### src/rtl/multicycle_ctrl.sv
// Multicycle RV32I control FSM: sequences fetch/decode/execute/memory/writeback
// and raises sticky illegal/fault flags that park the machine in HALT until reset.
module multicycle_ctrl #(
    parameter int MEM_TIMEOUT = 15
) (
    input  logic        clk,
    input  logic        reset,
    input  logic [31:0] instr,
    input  logic        mem_ready,
    input  logic        branch_cond,
    output logic        mem_req,
    output logic        mem_we,
    output logic        ir_write,
    output logic        pc_write,
    output logic        reg_write,
    output logic [1:0]  pc_src,
    output logic [1:0]  wb_sel,
    output logic [1:0]  alu_src_a,
    output logic        alu_src_b,
    output logic [1:0]  alu_op,
    output logic [2:0]  imm_type,
    output logic        illegal,
    output logic        fault,
    output logic [2:0]  state
);

    localparam int CW = (MEM_TIMEOUT < 2) ? 1 : $clog2(MEM_TIMEOUT + 1);

    localparam logic [6:0] OPC_LOAD   = 7'b0000011;
    localparam logic [6:0] OPC_STORE  = 7'b0100011;
    localparam logic [6:0] OPC_OP     = 7'b0110011;
    localparam logic [6:0] OPC_OPIMM  = 7'b0010011;
    localparam logic [6:0] OPC_BRANCH = 7'b1100011;
    localparam logic [6:0] OPC_JAL    = 7'b1101111;
    localparam logic [6:0] OPC_JALR   = 7'b1100111;
    localparam logic [6:0] OPC_LUI    = 7'b0110111;
    localparam logic [6:0] OPC_AUIPC  = 7'b0010111;

    typedef enum logic [2:0] {
        FETCH  = 3'd0,
        DECODE = 3'd1,
        EXEC   = 3'd2,
        MEM    = 3'd3,
        WB     = 3'd4,
        HALT   = 3'd5
    } state_t;

    state_t         state_q, state_next;
    logic [CW-1:0]  waitcnt, waitcnt_next;
    logic           set_illegal, set_fault;
    logic [6:0]     opcode;
    logic           is_store, legal, timeout, decode_en;

    assign opcode    = instr[6:0];
    assign is_store  = (opcode == OPC_STORE);
    assign timeout   = (waitcnt == CW'(MEM_TIMEOUT)) && !mem_ready;
    assign decode_en = (state_q == DECODE) || (state_q == EXEC) ||
                       (state_q == MEM)    || (state_q == WB);
    assign state     = state_q;

    always_comb begin
        case (opcode)
            OPC_LOAD, OPC_STORE, OPC_OP, OPC_OPIMM, OPC_BRANCH,
            OPC_JAL, OPC_JALR, OPC_LUI, OPC_AUIPC: legal = 1'b1;
            default:                                legal = 1'b0;
        endcase
    end

    always_comb begin
        imm_type  = 3'd0;
        alu_src_a = 2'd0;
        alu_src_b = 1'b0;
        alu_op    = 2'd0;
        if (decode_en) begin
            case (opcode)
                OPC_OP:     alu_op = 2'd2;
                OPC_OPIMM:  begin alu_src_b = 1'b1; alu_op = 2'd2; end
                OPC_LOAD:   alu_src_b = 1'b1;
                OPC_STORE:  begin imm_type = 3'd1; alu_src_b = 1'b1; end
                OPC_BRANCH: begin imm_type = 3'd2; alu_op = 2'd1; end
                OPC_JAL:    begin imm_type = 3'd4; alu_src_a = 2'd1; alu_src_b = 1'b1; end
                OPC_JALR:   alu_src_b = 1'b1;
                OPC_LUI:    begin imm_type = 3'd3; alu_src_a = 2'd2; alu_src_b = 1'b1; end
                OPC_AUIPC:  begin imm_type = 3'd3; alu_src_a = 2'd1; alu_src_b = 1'b1; end
                default:    ;
            endcase
        end
    end

    // Strobes are combinational so a completing mem_ready is acted on in its own cycle.
    always_comb begin
        state_next  = state_q;
        mem_req     = 1'b0;
        mem_we      = 1'b0;
        ir_write    = 1'b0;
        pc_write    = 1'b0;
        reg_write   = 1'b0;
        pc_src      = 2'd0;
        wb_sel      = 2'd0;
        set_illegal = 1'b0;
        set_fault   = 1'b0;
        case (state_q)
            FETCH: begin
                mem_req = 1'b1;
                if (mem_ready) begin
                    ir_write   = 1'b1;
                    state_next = DECODE;
                end else if (timeout) begin
                    set_fault  = 1'b1;
                    state_next = HALT;
                end
            end
            DECODE: begin
                if (!legal) begin
                    set_illegal = 1'b1;
                    state_next  = HALT;
                end else begin
                    state_next = EXEC;
                end
            end
            EXEC: begin
                case (opcode)
                    OPC_BRANCH: begin
                        pc_write   = 1'b1;
                        pc_src     = branch_cond ? 2'd1 : 2'd0;
                        state_next = FETCH;
                    end
                    OPC_LOAD, OPC_STORE: state_next = MEM;
                    default:             state_next = WB;
                endcase
            end
            MEM: begin
                mem_req = 1'b1;
                mem_we  = is_store;
                if (mem_ready) begin
                    if (is_store) begin
                        pc_write   = 1'b1;
                        state_next = FETCH;
                    end else begin
                        state_next = WB;
                    end
                end else if (timeout) begin
                    set_fault  = 1'b1;
                    state_next = HALT;
                end
            end
            WB: begin
                reg_write = (instr[11:7] != 5'd0);
                pc_write  = 1'b1;
                case (opcode)
                    OPC_LOAD: wb_sel = 2'd1;
                    OPC_JAL:  begin wb_sel = 2'd2; pc_src = 2'd1; end
                    OPC_JALR: begin wb_sel = 2'd2; pc_src = 2'd2; end
                    default:  ;
                endcase
                state_next = FETCH;
            end
            HALT:    state_next = HALT;
            default: state_next = HALT;
        endcase
        if (reset) begin
            mem_req   = 1'b0;
            mem_we    = 1'b0;
            ir_write  = 1'b0;
            pc_write  = 1'b0;
            reg_write = 1'b0;
        end
    end

    // The counter restarts on every state change, so it is fresh on entry to FETCH or MEM.
    always_comb begin
        waitcnt_next = waitcnt;
        if (state_next != state_q)
            waitcnt_next = '0;
        else if (((state_q == FETCH) || (state_q == MEM)) && !mem_ready && !timeout)
            waitcnt_next = waitcnt + CW'(1);
    end

    always_ff @(posedge clk) begin
        if (reset) begin
            state_q <= FETCH;
            waitcnt <= '0;
            illegal <= 1'b0;
            fault   <= 1'b0;
        end else begin
            state_q <= state_next;
            waitcnt <= waitcnt_next;
            if (set_illegal)
                illegal <= 1'b1;
            if (set_fault)
                fault <= 1'b1;
        end
    end

endmodule

### config.mk
export PLATFORM = sky130hd
export DESIGN_NAME = multicycle_ctrl
export DESIGN_NICKNAME = d
export VERILOG_FILES = /design/src/rtl/multicycle_ctrl.sv
export SDC_FILE = /design/constraint.sdc
export NUM_CORES = 1
export LEC_CHECK = 0
export ABC_CLOCK_PERIOD_IN_PS = 6450
export CORE_UTILIZATION = 39
export CTS_CLUSTER_DIAMETER = 200
export DETAILED_ROUTE_END_ITERATION = 16
export HOLD_SLACK_MARGIN = 0.12
export PLACE_DENSITY = 0.86
export SYNTH_ARGS = -nofsm -noshare
export SYNTH_HDL_FRONTEND = slang
export SYNTH_SLANG_ARGS = --single-unit
### constraint.sdc
create_clock -name clk -period 6.45 [get_ports clk]
set_clock_uncertainty 0.15 [all_clocks]
set_input_delay 1.6125 -clock clk [delete_from_list [all_inputs] [get_ports clk]]
set_output_delay 1.6125 -clock clk [all_outputs]
set_load 0.01 [all_outputs]
# After elaboration in Yosys (flattened, before gate mapping)
# Index checks and enable logic that the tools add are counted.
# word_totals
register_bits	9
inputBits	36
# op_classes
n_mux	41
n_eq_ne	15
addsub	1
n_reduce_logical	20
# ops
operator	count
two-way mux 1 bit	23
== test 7 x 6 -> 1 bit (second input constant)	3
== test 7 bit (second input constant)	3
case mux 2 bit (2 select lines)	5
two-way mux 3 bit	6
case mux 3 bit (5 select lines)	1
== test 7 x 5 -> 1 bit (second input constant)	2
OR reduction 2 bit	7
case mux 3 bit (4 select lines)	1
OR reduction 9 bit	1
== test 7 x 2 -> 1 bit (second input constant)	1
OR reduction 7 bit	1
== test 3 x 2 -> 1 bit (second input constant)	2
two-way mux 2 bit	3
case mux 3 bit (2 select lines)	1
nonzero test 5 bit	1
adder 4 x 1 -> 4 bit (second input constant)	1
== test 4 bit (second input constant)	1
logical OR 1 bit	4
== test 3 x 1 -> 1 bit (second input constant)	1
== test 3 bit (second input constant)	1
logical AND 1 bit	3
zero test 3 bit	1
!= test 3 bit	1
2 further kinds	3

# Longest topological paths before layout
# logic_depth
depth_word	7
mapped_depth	7

# Worst setup path after synthesis
# No wires, ideal clock.
# synth_path
path_type	input port to output port
start	input instr[6]
end	output pc_write
arrival_time_ns	2.856
setup_slack_ns	1.832
stages	4
t_required_ns	4.688
path_cell_list	clkbuf_1 -> mux2_2 -> or4_1 -> a21oi_1
# synth_via
elab_chain_cells	5
elab_cells_between_ends	7
# synth_lines
item	line_no	source
start: declaration	8	input logic [31:0] instr,
== test 7 x 6 -> 1 bit	55	assign is_store = (opcode == OPC_STORE);
two-way mux 1 bit	136	if (is_store) begin
two-way mux 1 bit	135	if (mem_ready) begin
case mux 1 bit (3 select lines) (*)	102	case (state_q)
two-way mux 1 bit (*)	161	if (reset) begin
end: declaration	14	output logic pc_write,
# Mark *: on every way between the ends. The rest lies on a longest branch, timed or not.

# Worst setup path after layout
# layout_path
start	input instr[2]
end	output pc_write
# Same word-level chain as after synthesis.

==> flow_summary_export.csv <==
group,metric,value,unit
final_layout,multi_input_area,623.1,µm²
routing,num_vias,977,
critical_path,cp.required,4690,ps
floorplan,dieArea,2466,µm²
logic_synthesis,yosysWarnings,0,
global_routing,grt_overflow,0,
clock_network,insertion_delay,270,ps
clock_network,cts_buffers,3,
clock_network,clock-root-buffer,"clkbuf_4",
logic_synthesis,ys.flop_type,"dfxtp_1",
timing,slew_violations,0,
clock_network,clockBufferDepth,2,
routing,drtAntennaViolNets,0,
placement,dpl.hpwl,1740,µm
routing,viasPerCell,5.551,
power,p_int,0.1163,mW
critical_path,slowest_delay,570,ps
final_layout,n_antenna_cell,0,
final_layout,final_common_cell,"clkdlybuf4s50_1",
clock_network,h-tree-depth,1,
floorplan,start_util,0.4338,
logic_synthesis,ys_types,48,
clock_network,clock_sink_count,9,
clock_network,holdBufCountCts,0,
logic_synthesis,avgSynthCellArea,7.507,µm²
critical_path,crit_family,"buffers and inverters",
power,seq_power_share,0.374,
logic_synthesis,synth-edff-count,0,
clock_network,clk_pin_slew,60,ps
logic_synthesis,synth_area,885.9,µm²
power,swShare,0.3537,
routing,dr.first_iter.drc_count,27,
critical_path,critPathArrivalTime,3830,ps
critical_path,crit_fanout,10,
logic_synthesis,synth_cells,118,
floorplan,die-height,49.66,µm
placement,io_buffers,37,
clock_network,cts_setup_buffers,0,
final_layout,area_growth,41.81,%
clock_network,cts_tree,"done",
global_routing,grt_pass1_vias,917,
worst_hold_path,hold_path.class,"register to register",
timing,relSlewSlack,0.6323,
critical_path,critPathBufInv,2,
critical_path,worstSetupPathType,"primary input to output pin",
floorplan,std_cell_rows,16,
final_layout,finalNonFillerCells,176,
logic_synthesis,synth_seq_cells,9,
timing,fin_crit_sh,0.8676,
global_routing,grt_start_max_net_pins,18,
critical_path,slowest_stage,"clkdlybuf4s50_1",
timing,finalHoldViolCount,0,
job,cap_violations,0,
power,switchingPower,0.06365,mW
final_layout,final_net_count,187,
logic_synthesis,async_reset_ff_frac,0,
timing,rsz0062_at_grt,"false",
power,combPwrFrac,0.369,
critical_path,cp-start-kind,"primary input",
clock_network,ctsResizeCount,0,
outcome,status,"completed",
routing,wire_per_inst,13.17,µm
floorplan,die_w,49.66,µm
floorplan,ios,58,
placement,gp_congestion,0.8072,
logic_synthesis,postSynthNetCount,155,
logic_synthesis,yosysSeqAreaShare,0.2034,
timing,setup_tns,0,ps
power,clkPwrFrac,0.257,
final_layout,mostFrequentLayoutCells,"37 x clkdlybuf4s50_1, 16 x nor2_1, 10 x nand2_1",
power,leakagePower,0.4306,nW
global_routing,track_usage,0.2014,
routing,route.detailed.drc,0,
global_routing,antenna_found_initial,0,
routing,wl,2318,µm
timing,tightest_slew,550.7,ps
timing,fmax,178.7,MHz
critical_path,cp_cell_sequence,"clkdlybuf4s50_1 -> nor2_1 -> nand4_1 -> or4_1 -> a21oi_1 -> clkdlybuf4s50_1",
routing,first_pass_iters,4,
final_layout,drive_above_1_share,0.1141,
power,cellPowerDensity,143.2,nW/µm²
placement,dpl.cell_count,172,
final_layout,fill_cells,190,
critical_path,cp-end-kind,"output pin",
timing,setup_viol,0,
global_routing,grt_pass1_wl,3912,µm
critical_path,crit_top_cell,"clkdlybuf4s50_1",
timing,post-route-min-period,5596,ps
final_layout,regArea,180.2,µm²
power,vdd_drop_max,0.1819,mV
floorplan,core-area,2042,µm²
[final cells by class]
class / count / area share
Multi-Input combinational cell: 93 / 0.4960
Timing Repair Buffer: 37 / 0.2948
Sequential cell: 9 / 0.1434
Tap cell: 27 / 0.02689
Clock buffer: 4 / 0.02092
Inverter: 6 / 0.01793
[stage by stage]
stage               instance area, µm²  setup slack [ps]  utilization  hold slack (ps)  power (mW)
finish                            1256             853.7       0.6152            342.6      0.1799
global route                      1256             767.0       0.6152            364.5      0.1900
CTS                               1256             860.6       0.6152            340.8      0.1793
detailed placement                1230             869.5       0.6023            322.3      0.1342
global placement                  1230             861.9       0.6023            307.3      0.1328
floorplan                        885.9              1832            -            354.7      0.1111
[state kept, by name, summed over array words and instances, names as in the netlist]
| signal | flops |
|---|---|
| waitcnt | 4 |
| state | 3 |
| fault | 1 |
| illegal | 1 |
[power groups by stage]
| stage | Sequential, mW | Combinational (mW) | Clock, mW |
|---|---|---|---|
| after floorplan | 0.0640 | 0.0471 | 0 |
| after global placement | 0.0681 | 0.0647 | 0 |
| after detailed placement | 0.0682 | 0.0659 | 0 |
| after CTS | 0.0671 | 0.0663 | 0.0459 |
| after global routing | 0.0681 | 0.0731 | 0.0488 |
| final | 0.0672 | 0.0664 | 0.0463 |
[worst register-to-register path, cell delays in order, from the launching register on]
cell	delay [ps]
dfxtp_1	610
xor2_2	170
nor4b_1	420
nor2_1	140
a31oi_2	310
nor4_2	90
[path summary, 6_finish.rpt]
| path | from | end | slack (ps) | depth (start not counted) |
|---|---|---|---|---|
| worst max register to register | state[0] | waitcnt[2] | 4420 | 5 |
| worst max-delay path | instr[2] | pc_write | 850 | 6 |
| worst min register to register | illegal | illegal | 340 | 1 |
| worst min-delay path | illegal | illegal | 340 | 1 |
[Yosys cell counts (all sizes together), types with 2 or more instances]
cell,count,area [µm²]
a211oi,2,15.01
a21oi,6,30.03
a41oi,2,17.52
and3,2,12.51
buf,7,48.79
clkbuf,3,11.26
dfxtp,9,180.2
inv,6,22.52
mux2,2,22.52
nand2,10,37.54
nand2b,2,12.51
nand3,4,20.02
nor2,17,71.32
nor3,7,35.03
nor4,6,62.56
nor4b,2,17.52
o2111ai,2,23.77
o21ai,3,15.01
or4,3,26.27
xnor2,2,17.52
xor2,2,25.03
[metal layers]
| metal | up-vias | track usage | part of all wire |
|---|---|---|---|
| met5 | - | 0 | 0 |
| met4 | 0 | 0.1095 | 0.019 |
| met3 | 4 | 0.02778 | 0.062 |
| met2 | 40 | 0.3356 | 0.45 |
| met1 | 443 | 0.2468 | 0.46 |
| li1 | 490 | - | - |
[logic make-up after synthesis]
group / synth area share
fa+ha+maj: 0.01412
buf+inv: 0.09321
flops: 0.2034
simple gates: 0.3969
mux: 0.03672
compound gates: 0.2076
xor+xnor: 0.04803
No activity file was read; power rests on OpenSTA's default activity.
